[config.mk]
export PLATFORM = sky130hd
export DESIGN_NAME = instr_loader_flat
export DESIGN_NICKNAME = d
export VERILOG_FILES = /design/src/rtl/rv_isa_pkg.sv /design/src/rtl/instr_loader_if.sv /design/src/rtl/instr_encode.sv /design/src/rtl/instr_loader.sv /design/src/flat_wrapper.sv
export SDC_FILE = /design/constraint.sdc
export NUM_CORES = 1
export LEC_CHECK = 0
export CAP_MARGIN = 20
export CORE_MARGIN = 5
export CORE_UTILIZATION = 25
export CTS_BUF_LIST = sky130_fd_sc_hd__clkbuf_4 sky130_fd_sc_hd__clkbuf_8 sky130_fd_sc_hd__clkbuf_16
export CTS_CLUSTER_DIAMETER = 100
export DETAILED_ROUTE_END_ITERATION = 16
export DONT_BUFFER_PORTS = 1
export PLACE_DENSITY = 0.47
export SETUP_SLACK_MARGIN = 0.5
export SYNTH_ARGS = -nofsm -noshare
export SYNTH_HDL_FRONTEND = slang
export SYNTH_SLANG_ARGS = --single-unit
[constraint.sdc]
create_clock -name clk -period 2.4 [get_ports clk]
set_clock_uncertainty 0.2 [all_clocks]
set_input_delay 0.36 -clock clk [delete_from_list [all_inputs] [get_ports clk]]
set_output_delay 0.36 -clock clk [all_outputs]
set_load 0.02 [all_outputs]
[src/rtl/rv_isa_pkg.sv]
// Shared RV64I encoding definitions used by the instruction loader and the
// core's control decoder.
//   OPCODE_W        : width of the major opcode field
//   OP_*            : major opcodes of the supported instruction classes
//   instr_class_t   : command class code carried on the loader command bus
//   loader_state_t  : loader FSM state, exported for debug visibility
package rv_isa_pkg;

  localparam int OPCODE_W = 7;

  localparam logic [OPCODE_W-1:0] OP_R   = 7'b0110011;
  localparam logic [OPCODE_W-1:0] OP_IMM = 7'b0010011;
  localparam logic [OPCODE_W-1:0] OP_LD  = 7'b0000011;
  localparam logic [OPCODE_W-1:0] OP_SD  = 7'b0100011;
  localparam logic [OPCODE_W-1:0] OP_BEQ = 7'b1100011;

  // Codes 5..7 are deliberately left out: they are the illegal classes.
  typedef enum logic [2:0] {
    CLS_R   = 3'd0,
    CLS_IMM = 3'd1,
    CLS_LD  = 3'd2,
    CLS_SD  = 3'd3,
    CLS_BEQ = 3'd4
  } instr_class_t;

  typedef enum logic [1:0] {
    ST_IDLE  = 2'd0,
    ST_LOAD  = 2'd1,
    ST_FLUSH = 2'd2,
    ST_DONE  = 2'd3
  } loader_state_t;

endpackage

[src/rtl/instr_loader_if.sv]
// Command bus from the boot/test host into the instruction loader.
//
// Handshake: a command transfers on a rising clk edge where cmd_valid and
// cmd_ready are both high. The master holds every cmd_* field stable while
// cmd_valid is high and not yet accepted; cmd_ready does not depend on
// cmd_valid.
//   master : host side (drives fields, valid, last; samples ready)
//   slave  : loader side
interface instr_loader_if;
  logic       cmd_valid;
  logic       cmd_ready;
  logic [2:0] cmd_class;
  logic [2:0] cmd_funct3;
  logic [6:0] cmd_funct7;
  logic [4:0] cmd_rd;
  logic [4:0] cmd_rs1;
  logic [4:0] cmd_rs2;
  logic [12:0] cmd_imm;
  logic       cmd_last;

  modport master (
    output cmd_valid, cmd_class, cmd_funct3, cmd_funct7,
           cmd_rd, cmd_rs1, cmd_rs2, cmd_imm, cmd_last,
    input  cmd_ready
  );

  modport slave (
    input  cmd_valid, cmd_class, cmd_funct3, cmd_funct7,
           cmd_rd, cmd_rs1, cmd_rs2, cmd_imm, cmd_last,
    output cmd_ready
  );
endinterface

[src/rtl/instr_encode.sv]
// Combinational RV64I encoder: class + fields -> 32-bit instruction word.
//   cls, f3, f7, rd, rs1, rs2, imm : command fields
//   word     : encoded instruction (0 for an illegal class)
//   illegal  : class code is not one of R/IMM/LD/SD/BEQ
//   misalign : BEQ offset has bit 0 set (bit 0 is not encodable and is dropped)
module instr_encode
  import rv_isa_pkg::*;
(
  input  logic [2:0]  cls,
  input  logic [2:0]  f3,
  input  logic [6:0]  f7,
  input  logic [4:0]  rd,
  input  logic [4:0]  rs1,
  input  logic [4:0]  rs2,
  input  logic [12:0] imm,
  output logic [31:0] word,
  output logic        illegal,
  output logic        misalign
);

  always_comb begin
    word     = '0;
    illegal  = 1'b0;
    misalign = 1'b0;
    case (instr_class_t'(cls))
      CLS_R:   word = {f7, rs2, rs1, f3, rd, OP_R};
      CLS_IMM: word = {imm[11:0], rs1, f3, rd, OP_IMM};
      CLS_LD:  word = {imm[11:0], rs1, f3, rd, OP_LD};
      CLS_SD:  word = {imm[11:5], rs2, rs1, f3, imm[4:0], OP_SD};
      CLS_BEQ: begin
        word     = {imm[12], imm[10:5], rs2, rs1, f3, imm[4:1], imm[11], OP_BEQ};
        misalign = imm[0];
      end
      default: illegal = 1'b1;
    endcase
  end

endmodule

[src/rtl/instr_loader.sv]
// Sequential instruction encoder/loader. Accepts field-level commands,
// encodes them and writes the words to consecutive instruction-memory
// addresses starting at a programmable base.
//   clk, rst_n        : clock, async active-low reset
//   start, base_addr  : begin a session (IDLE/DONE only) at base_addr & ~3
//   cmd               : command bus (slave side)
//   imem_we/addr/wdata: registered instruction-memory write port
//   done              : one-cycle pulse, one cycle after the session's last write
//   count             : words written in the current session
//   err_illegal/align/ovf : sticky error flags, cleared by start
//   state_dbg         : current FSM state
module instr_loader
  import rv_isa_pkg::*;
#(
  parameter  int IMEM_AW = 10,
  parameter  int DEPTH   = 256,
  localparam int CNT_W   = $clog2(DEPTH + 1)
) (
  input  logic               clk,
  input  logic               rst_n,
  input  logic               start,
  input  logic [IMEM_AW-1:0] base_addr,
  instr_loader_if.slave      cmd,
  output logic               imem_we,
  output logic [IMEM_AW-1:0] imem_addr,
  output logic [31:0]        imem_wdata,
  output logic               done,
  output logic [CNT_W-1:0]   count,
  output logic               err_illegal,
  output logic               err_align,
  output logic               err_ovf,
  output loader_state_t      state_dbg
);

  localparam logic [CNT_W-1:0] DEPTH_C = CNT_W'(DEPTH);

  loader_state_t      state;
  logic [IMEM_AW-1:0] ptr;
  logic               accept;
  logic [31:0]        enc_word;
  logic               enc_illegal;
  logic               enc_misalign;

  assign cmd.cmd_ready = (state == ST_LOAD) && (count < DEPTH_C);
  assign accept        = cmd.cmd_valid && cmd.cmd_ready;
  assign state_dbg     = state;

  instr_encode u_encode (
    .cls      (cmd.cmd_class),
    .f3       (cmd.cmd_funct3),
    .f7       (cmd.cmd_funct7),
    .rd       (cmd.cmd_rd),
    .rs1      (cmd.cmd_rs1),
    .rs2      (cmd.cmd_rs2),
    .imm      (cmd.cmd_imm),
    .word     (enc_word),
    .illegal  (enc_illegal),
    .misalign (enc_misalign)
  );

  always_ff @(posedge clk or negedge rst_n) begin
    if (!rst_n) begin
      state       <= ST_IDLE;
      ptr         <= '0;
      imem_we     <= 1'b0;
      imem_addr   <= '0;
      imem_wdata  <= '0;
      done        <= 1'b0;
      count       <= '0;
      err_illegal <= 1'b0;
      err_align   <= 1'b0;
      err_ovf     <= 1'b0;
    end else begin
      imem_we <= 1'b0;
      done    <= 1'b0;
      case (state)
        ST_IDLE, ST_DONE: begin
          if (start) begin
            state       <= ST_LOAD;
            ptr         <= {base_addr[IMEM_AW-1:2], 2'b00};
            count       <= '0;
            err_illegal <= 1'b0;
            err_align   <= 1'b0;
            err_ovf     <= 1'b0;
          end
        end
        ST_LOAD: begin
          if (accept) begin
            if (enc_illegal) begin
              err_illegal <= 1'b1;
            end else begin
              imem_we    <= 1'b1;
              imem_addr  <= ptr;
              imem_wdata <= enc_word;
              ptr        <= ptr + IMEM_AW'(4);  // wraps silently
              count      <= count + CNT_W'(1);
              if (enc_misalign) err_align <= 1'b1;
            end
            // A last command ends the session normally; otherwise filling
            // the last slot means the host had more to send than fits.
            if (cmd.cmd_last) begin
              state <= ST_FLUSH;
            end else if (!enc_illegal && (count == DEPTH_C - CNT_W'(1))) begin
              state   <= ST_FLUSH;
              err_ovf <= 1'b1;
            end
          end
        end
        ST_FLUSH: begin
          // The final write is visible on the port during this cycle.
          state <= ST_DONE;
          done  <= 1'b1;
        end
        default: state <= ST_IDLE;
      endcase
    end
  end

endmodule

[src/flat_wrapper.sv]
// flat-port wrapper written by rule: the top's interface ports become plain ports
module instr_loader_flat import rv_isa_pkg::*;
#(
  parameter  int IMEM_AW = 10,
  parameter  int DEPTH   = 256,
  localparam int CNT_W   = $clog2(DEPTH + 1)
)
  (clk, rst_n, start, base_addr, imem_we, imem_addr, imem_wdata, done, count, err_illegal, err_align, err_ovf, state_dbg, cmd_cmd_valid, cmd_cmd_class, cmd_cmd_funct3, cmd_cmd_funct7, cmd_cmd_rd, cmd_cmd_rs1, cmd_cmd_rs2, cmd_cmd_imm, cmd_cmd_last, cmd_cmd_ready);
  instr_loader_if cmd_i ();
  input  logic clk;
  input  logic rst_n;
  input  logic start;
  input  logic [IMEM_AW-1:0] base_addr;
  output logic imem_we;
  output logic [IMEM_AW-1:0] imem_addr;
  output logic [31:0] imem_wdata;
  output logic done;
  output logic [CNT_W-1:0] count;
  output logic err_illegal;
  output logic err_align;
  output logic err_ovf;
  output loader_state_t state_dbg;
  input wire logic [$bits(cmd_i.cmd_valid)-1:0] cmd_cmd_valid;
  input wire logic [$bits(cmd_i.cmd_class)-1:0] cmd_cmd_class;
  input wire logic [$bits(cmd_i.cmd_funct3)-1:0] cmd_cmd_funct3;
  input wire logic [$bits(cmd_i.cmd_funct7)-1:0] cmd_cmd_funct7;
  input wire logic [$bits(cmd_i.cmd_rd)-1:0] cmd_cmd_rd;
  input wire logic [$bits(cmd_i.cmd_rs1)-1:0] cmd_cmd_rs1;
  input wire logic [$bits(cmd_i.cmd_rs2)-1:0] cmd_cmd_rs2;
  input wire logic [$bits(cmd_i.cmd_imm)-1:0] cmd_cmd_imm;
  input wire logic [$bits(cmd_i.cmd_last)-1:0] cmd_cmd_last;
  output wire logic [$bits(cmd_i.cmd_ready)-1:0] cmd_cmd_ready;
  assign cmd_i.cmd_valid = cmd_cmd_valid;
  assign cmd_i.cmd_class = cmd_cmd_class;
  assign cmd_i.cmd_funct3 = cmd_cmd_funct3;
  assign cmd_i.cmd_funct7 = cmd_cmd_funct7;
  assign cmd_i.cmd_rd = cmd_cmd_rd;
  assign cmd_i.cmd_rs1 = cmd_cmd_rs1;
  assign cmd_i.cmd_rs2 = cmd_cmd_rs2;
  assign cmd_i.cmd_imm = cmd_cmd_imm;
  assign cmd_i.cmd_last = cmd_cmd_last;
  assign cmd_cmd_ready = cmd_i.cmd_ready;
  instr_loader #(.IMEM_AW(IMEM_AW), .DEPTH(DEPTH)) u_core (.clk(clk), .rst_n(rst_n), .start(start), .base_addr(base_addr), .cmd(cmd_i), .imem_we(imem_we), .imem_addr(imem_addr), .imem_wdata(imem_wdata), .done(done), .count(count), .err_illegal(err_illegal), .err_align(err_align), .err_ovf(err_ovf), .state_dbg(state_dbg));
endmodule
==> flow_summary.toml, run 1 <==
[status]
run_status = "complete, but fails checks"
failed_checks = "negative hold slack"

[yosys]
synth_seq_area_share = 0.502
synth_edf_count = 0
synthDominantAreaCellType = "sky130_fd_sc_hd__dfrtp_1"
ys_seq_elements = 61
synth.distinct_cells = 51
ys.warnings.count = 0
postSynthAreaPerCell_um2 = 9.32
syn-cell-area_um2 = 3040
asyncSetResetFlopFracSynth = 1.00
synthFlopType = "sky130_fd_sc_hd__dfrtp_1"
synthesis.instances = 326
yosysTopAreaCellShare = 0.502
synth_top_cells_by_area = "sky130_fd_sc_hd__dfrtp_1 50%, sky130_fd_sc_hd__nand2_1 8.8%, sky130_fd_sc_hd__o21ai_0 4.0%, sky130_fd_sc_hd__mux2i_1 2.6%, sky130_fd_sc_hd__a21oi_1 2.5%"

[die]
start_util = 0.254
floorplan.die_area_um2 = 14500
design.core.area_um2 = 12000
io_pins = 115
chipWidth_um = 120
row_count = 40
die_h_um = 120

[clock_tree]
tritoncts.num_buffers = 9
clock_tree.buffer_depth = 2
cts_hold_buf = 23
tritoncts = "done"
clock_slew_at_the_register_clock_pins_of_the_worst_setup_and_hold_paths_ns = 0.05
htree_levels = 3
worstSkewPairLatency_ns = 0.33
numClockSinks = 61
clockRootBuffer = "sky130_fd_sc_hd__clkbuf_16"

[detailed_routing]
drc_errors = 0
wl_mm = 9.60
drt_pre_antenna_iters = 6
detailedRoute.firstIterationViolations = 131
wire_per_inst_um = 17.9
detailroute.via_count = 2674
antenna_left = 0
drt-vias-per-instance = 5.00

[worst_setup_path]
worst_ep_required_time_ns = 2.42
r2r_end = "u_core.state_dbg[1]$_DFFE_PN0P_"
critical-path-top-delay-family = "simple AND/OR/NAND/NOR gates"
cp.buffers_inverters = 0
crit-reg2reg-launch = "u_core.count[2]$_DFFE_PN0P_"
critical_path.max_stage_delay_ns = 0.47
setup.worst_path.start_class = "flip-flop"
timing.critical_path.slowest_stage_cell = "sky130_fd_sc_hd__dfrtp_2"
critical_path_cell_list = "nand4_1 > nor2_4 > and3_4 > ha_4 > nor2_2 > a311o_1 > a21boi_1 > o21ai_1"
r2r.worst_path.cells = 8
crit_arrival_ns = 2.12
timing_worst_setup_path_type = "reg -> reg"
critical_path.max_fanout = 7
setup.reg_to_reg.worst_slack_ns = 0.30
timing.critical_path.to_type = "flip-flop"

[placement]
routabilityCongestion = 0.748
final_hpwl_dp_mm = 6.24
io_buffers = 0
detailed_place.area_um2 = 3210

[sta]
period_minus_slack_ns = 2.10
final_hold_violating_endpoints = 61
timing.setup.tns_ns = 0
fin_crit_sh = 0.876
max_slew_margin = 0.670
finalSetupViolCount = 0
slew_violations = 0
final.hold.worst_slack_ns = -0.479
grt_setup_unrepaired = "true"
clock.fmax_mhz = 476
slew_at_the_pin_with_the_worst_max_slew_slack_ns = 0.490

[pwr]
total_power_mw = 5.68
irDropWorstVdd_uv = 472
total_leakage_power_nw = 1.91
p_per_area_nw_per_um2 = 1320

[global_route]
global_route_wire_length_before_repair_mm = 14.6
initial_antenna_violation_count = 0
pin_count_of_the_biggest_net_entering_global_routing = 62
overflow = 0
globalRouteTotalUtil = 0.131
vias_in_the_first_global_route = 2611

[cells_and_area]
layout.nets = 444
stdcell_area_um2 = 4310
antenna-diode-count = 0
multi_input_gate_area_in_the_final_layout_um2 = 1530
sequential_cell_area_um2 = 1540
layout_area_growth_over_synthesis_pct = 41.9
number_of_filler_cells_placed_in_the_layout = 1185
layout-drive-gt1-share = 0.294

[run]
maxcap_viol_count = 0

[worst_hold_path]
hp-class = "in -> async"
-- metrics by stage --
step	setup slack, ns	std cells	utilization
3_5_place_dp	0.221	466	0.269
3_3_place_gp	0.242	466	0.269
5_1_grt	0.167	535	0.361
2_1_floorplan	0.363	329	-
4_1_cts	0.332	518	0.333
6_report	0.299	535	0.361
-- what timing repair did --
item	CTS	global route
cloned	1	2
pin swaps	14	23
endpoints found under the setup margin	56	33
endpoints found under the hold margin	79	61
resized for setup	32	45
setup buffers	12	15
-- layout by cell type (no fill, tap or decap), drive strengths merged, types with 5 or more instances in the layout --
cell | synthesis | routed
dlygate4sd3 | 0 | 23
nand2b | 6 | 6
dfrtp | 61 | 61
a222oi | 5 | 5
o21ai | 27 | 27
buf | 17 | 40
nand3 | 13 | 13
mux2i | 8 | 8
nor2 | 16 | 16
nand2 | 71 | 71
clkbuf | 6 | 15
ha | 5 | 5
inv | 15 | 14
a21oi | 15 | 15
-- synthesized netlist by cell type (5+ instances only) --
master	count
sky130_fd_sc_hd__a21oi_1	15
sky130_fd_sc_hd__a222oi_1	5
sky130_fd_sc_hd__buf_2	5
sky130_fd_sc_hd__buf_4	7
sky130_fd_sc_hd__buf_6	5
sky130_fd_sc_hd__clkbuf_1	6
sky130_fd_sc_hd__dfrtp_1	61
sky130_fd_sc_hd__ha_1	5
sky130_fd_sc_hd__inv_1	14
sky130_fd_sc_hd__mux2i_1	8
sky130_fd_sc_hd__nand2_1	71
sky130_fd_sc_hd__nand2b_1	6
sky130_fd_sc_hd__nand3_1	13
sky130_fd_sc_hd__nor2_1	15
sky130_fd_sc_hd__o21ai_0	24
-- layer usage --
layer | global-route usage | share of wire | up-vias
li1 | - | - | 1253
met1 | 0.155 | 0.42 | 1312
met2 | 0.207 | 0.47 | 103
met3 | 0.0659 | 0.10 | 6
met4 | 0.0418 | 0.0078 | 0
met5 | 0 | 0 | -
-- cell families (layout without fill, tap and decap cells) --
logic type / Yosys count / count (layout) / synth area share
other: 1 / 4 / 0.00123
buffers and inverters: 38 / 97 / 0.0700
AOI/OAI and AO/OA: 77 / 77 / 0.167
muxes: 9 / 9 / 0.0301
xor gates and xnor gates: 1 / 1 / 0.00288
DFF: 61 / 61 / 0.502
and+or+nand+nor: 134 / 134 / 0.206
adders and majority gates: 5 / 5 / 0.0206
-- worst max-delay path by stage --
stage                               startpoint  slack (ns)                          endpoint  depth (start not counted)
2_1_floorplan  u_core.state_dbg[1]$_DFFE_PN0P_        0.36         u_core.ptr[6]$_DFFE_PN0P_                          9
3_3_place_gp   u_core.state_dbg[1]$_DFFE_PN0P_        0.24  u_core.imem_wdata[7]$_DFFE_PN0P_                          7
3_5_place_dp   u_core.state_dbg[1]$_DFFE_PN0P_        0.22  u_core.imem_wdata[7]$_DFFE_PN0P_                          7
4_1_cts            u_core.count[0]$_DFFE_PN0P_        0.33   u_core.state_dbg[1]$_DFFE_PN0P_                          9
5_1_grt            u_core.count[2]$_DFFE_PN0P_        0.17   u_core.state_dbg[1]$_DFFE_PN0P_                          8
6_report           u_core.count[2]$_DFFE_PN0P_        0.30   u_core.state_dbg[1]$_DFFE_PN0P_                          8
-- final cells by class --
type,count,share of cell area
flip-flops and latches,61,0.356
multi-input cells,230,0.355
repair buffers,66,0.153
clock buffers,12,0.0603
well taps,147,0.0426
inverters,15,0.0171
clock inverters,4,0.0162
-- power by group --
group          total (mW)  internal, mW  switching, mW
clock                1.43         0.973          0.458
sequential           2.28          1.44          0.831
combinational        1.97         0.995          0.975
total                5.68          3.41           2.26
-- sequential cells by signal, summed over array words and instances, names as in the netlist --
register / count
u_core.state_dbg: 2
u_core.ptr: 8
u_core.err_illegal: 1
u_core.imem_we: 1
u_core.err_align: 1
u_core.imem_addr: 8
u_core.count: 9
u_core.imem_wdata: 29
u_core.done: 1
u_core.err_ovf: 1
No activity file was read; power rests on OpenSTA's default activity.
==> inputs of run 2 (changes only) <==
--- a/config.mk
+++ b/config.mk
@@ -6,14 +6,18 @@
 export NUM_CORES = 1
 export LEC_CHECK = 0
 export CAP_MARGIN = 20
+export CELL_PAD_IN_SITES_DETAIL_PLACEMENT = 0
+export CELL_PAD_IN_SITES_GLOBAL_PLACEMENT = 2
 export CORE_MARGIN = 5
 export CORE_UTILIZATION = 25
 export CTS_BUF_LIST = sky130_fd_sc_hd__clkbuf_4 sky130_fd_sc_hd__clkbuf_8 sky130_fd_sc_hd__clkbuf_16
 export CTS_CLUSTER_DIAMETER = 100
 export DETAILED_ROUTE_END_ITERATION = 16
 export DONT_BUFFER_PORTS = 1
-export PLACE_DENSITY = 0.47
+export MAX_ROUTING_LAYER = met4
+export PLACE_DENSITY = 0.67
 export SETUP_SLACK_MARGIN = 0.5
+export SLEW_MARGIN = 10
 export SYNTH_ARGS = -nofsm -noshare
 export SYNTH_HDL_FRONTEND = slang
 export SYNTH_SLANG_ARGS = --single-unit
==> run 2 against run 1 <==
- the flow still finishes with violations (negative hold slack)
- critical path depth down 2
- worst setup slack better by 0.052 ns
- fmax up 2.5%
- combinational power about the same
- critical endpoint is now cmd_cmd_ready
==> flow_summary.toml, run 2 (synthesized netlist as in run 1, its figures left out) <==
[placement]
cell_count_after_placement = 468
io_buffers = 0
detailed_place.area_um2 = 3230
final_hpwl_dp_mm = 6.28
routabilityCongestion = 0.786
detailedPlace.worstSlack_ns = 0.201

[die]
design.core.area_um2 = 12000
io_pins = 115
die_h_um = 120
row_count = 40
chipWidth_um = 120
floorplan.die_area_um2 = 14500
start_util = 0.254

[clock_tree]
clockRootBuffer = "sky130_fd_sc_hd__clkbuf_16"
clock_tree.buffer_depth = 2
worstSkewPairLatency_ns = 0.33
htree_levels = 3
tritoncts = "done"
numClockSinks = 61
tritoncts.num_buffers = 9
clock_slew_at_the_register_clock_pins_of_the_worst_setup_and_hold_paths_ns = 0.05
cts_hold_buf = 22

[cells_and_area]
top_regs = "u_core.imem_wdata x29, u_core.count x9"
layout_commonest_cell = "sky130_fd_sc_hd__nand2_1"
layout.nets = 442
commonest_cells_after_routing_fill_and_taps_aside = "59 x sky130_fd_sc_hd__nand2_1, 53 x sky130_fd_sc_hd__dfrtp_1, 24 x sky130_fd_sc_hd__buf_4"
stdcell_area_um2 = 4280
antenna-diode-count = 0
layout-drive-gt1-share = 0.286
largest_register_by_flop_count = "u_core.imem_wdata"
multi_input_gate_area_in_the_final_layout_um2 = 1520
largest_register_ff_count = 29
sequential_cell_area_um2 = 1540
layout_area_growth_over_synthesis_pct = 41.0
layoutNonFillerInstCount = 532
number_of_filler_cells_placed_in_the_layout = 1213

[worst_setup_path]
worst_ep_required_time_ns = 1.84
timing.critical_path.to_type = "output port"
crit_arrival_ns = 1.49
worst_setup_path_startpoint = "u_core.state_dbg[1]$_DFFE_PN0P_"
critical_path.endpoint = "cmd_cmd_ready"
setup.worst_path.start_class = "flip-flop"
setup.reg_to_reg.worst_slack_ns = 0.36
crit-reg2reg-launch = "u_core.count[0]$_DFFE_PN0P_"
r2r.worst_path.cells = 9
r2r_end = "u_core.state_dbg[0]$_DFFE_PN0P_"
timing_worst_setup_path_type = "reg -> out"
critical_path.max_fanout = 6

[pwr]
power_frac_clock = 0.222
total_leakage_power_nw = 1.89
power.share.sequential = 0.416
p_int_mw = 3.22
irDropWorstVdd_uv = 436
power_switching_share = 0.410
p_per_area_nw_per_um2 = 1280
netSwitchingPower_mw = 2.24
combinationalPowerShare = 0.362

[global_route]
vias_in_the_first_global_route = 2524
overflow = 0
initial_antenna_violation_count = 0
globalRouteTotalUtil = 0.129
pin_count_of_the_biggest_net_entering_global_routing = 62
global_route_wire_length_before_repair_mm = 14.1

[sta]
final_critical_path_setup_slack_ns = 0.351
grt_setup_unrepaired = "true"
period_minus_slack_ns = 2.05
slew_violations = 0
max_slew_margin = 0.660
timing.setup.tns_ns = 0
slew_at_the_pin_with_the_worst_max_slew_slack_ns = 0.505
final.hold.worst_slack_ns = -0.471
final_hold_violating_endpoints = 61
clock.fmax_mhz = 488
finalSetupViolCount = 0
fin_crit_sh = 0.854

[detailed_routing]
detailroute.via_count = 2588
wire_per_inst_um = 18.1
drt_pre_antenna_iters = 4
drc_errors = 0
antenna_left = 0
drt-vias-per-instance = 4.86
wl_mm = 9.63
detailedRoute.firstIterationViolations = 115

[status]
failed_checks = "negative hold slack"
run_status = "complete, but fails checks"

[worst_hold_path]
hp-class = "in -> async"

[run]
maxcap_viol_count = 0
-- run 2: metrics by stage --
stage,hold WS (ns),util,power (mW)
CTS,-0.493,0.327,5.19
global route,-0.494,0.358,5.85
finish,-0.471,0.358,5.47
global placement,-0.134,0.270,3.63
detailed placement,-0.134,0.270,3.67
floorplan,-0.136,-,3.22
-- run 2: repair_timing --
action | CTS | global route
setup endpoints to repair | 56 | 36
buffers inserted | 10 | 13
cloned | 1 | 3
hold endpoints to repair | 78 | 61
gates resized for setup | 26 | 45
pin swaps | 13 | 22
-- run 2: final cells by class --
class,instances,area share
tap,147,0.0429
inverter,15,0.0193
clock inverter,2,0.00234
sequential,61,0.359
timing repair buffer,64,0.161
clock buffer,13,0.0625
multi-input combinational,230,0.354
-- run 2: worst min path at each step --
stage                     depth (start not counted)                           endpoint  start
after floorplan                                   0        u_core.count[0]$_DFFE_PN0P_  rst_n
after global placement                            0   u_core.imem_wdata[1]$_DFFE_PN0P_  rst_n
after detailed placement                          0   u_core.imem_wdata[1]$_DFFE_PN0P_  rst_n
after CTS                                         0    u_core.state_dbg[1]$_DFFE_PN0P_  rst_n
after global routing                              0    u_core.state_dbg[0]$_DFFE_PN0P_  rst_n
final                                             0  u_core.imem_wdata[16]$_DFFE_PN0P_  rst_n
-- run 2: power groups by stage --
stage	sequential (mW)	combinational [mW]	clock, mW
finish	2.27	1.98	1.21
global route	2.34	2.20	1.31
CTS	2.27	1.66	1.26
detailed placement	2.27	1.40	0
global placement	2.26	1.36	0
floorplan	2.14	1.07	0
-- run 2: metal layers --
layer	share of wire	vias up	GRT usage
met1	0.43	1241	0.157
met2	0.46	91	0.200
met3	0.094	8	0.0571
li1	-	1248	-
met5	0	-	-
met4	0.0081	0	0.0297
-- run 2: critical path: stages (launching register included) --
cell                      delay, ns
sky130_fd_sc_hd__dfrtp_2       0.43
sky130_fd_sc_hd__inv_2         0.08
sky130_fd_sc_hd__ha_4          0.16
sky130_fd_sc_hd__inv_2         0.07
sky130_fd_sc_hd__buf_4         0.17
sky130_fd_sc_hd__nor2_2        0.10
sky130_fd_sc_hd__buf_4         0.15
==> inputs of run 3 (changes only) <==
--- a/config.mk
+++ b/config.mk
@@ -5,6 +5,7 @@
 export SDC_FILE = /design/constraint.sdc
 export NUM_CORES = 1
 export LEC_CHECK = 0
+export ABC_CLOCK_PERIOD_IN_PS = 2400
 export CAP_MARGIN = 20
 export CELL_PAD_IN_SITES_DETAIL_PLACEMENT = 0
 export CELL_PAD_IN_SITES_GLOBAL_PLACEMENT = 2
==> results of run 3 <==
No change in the layout: final DEF, timing and power equal those of run 2.
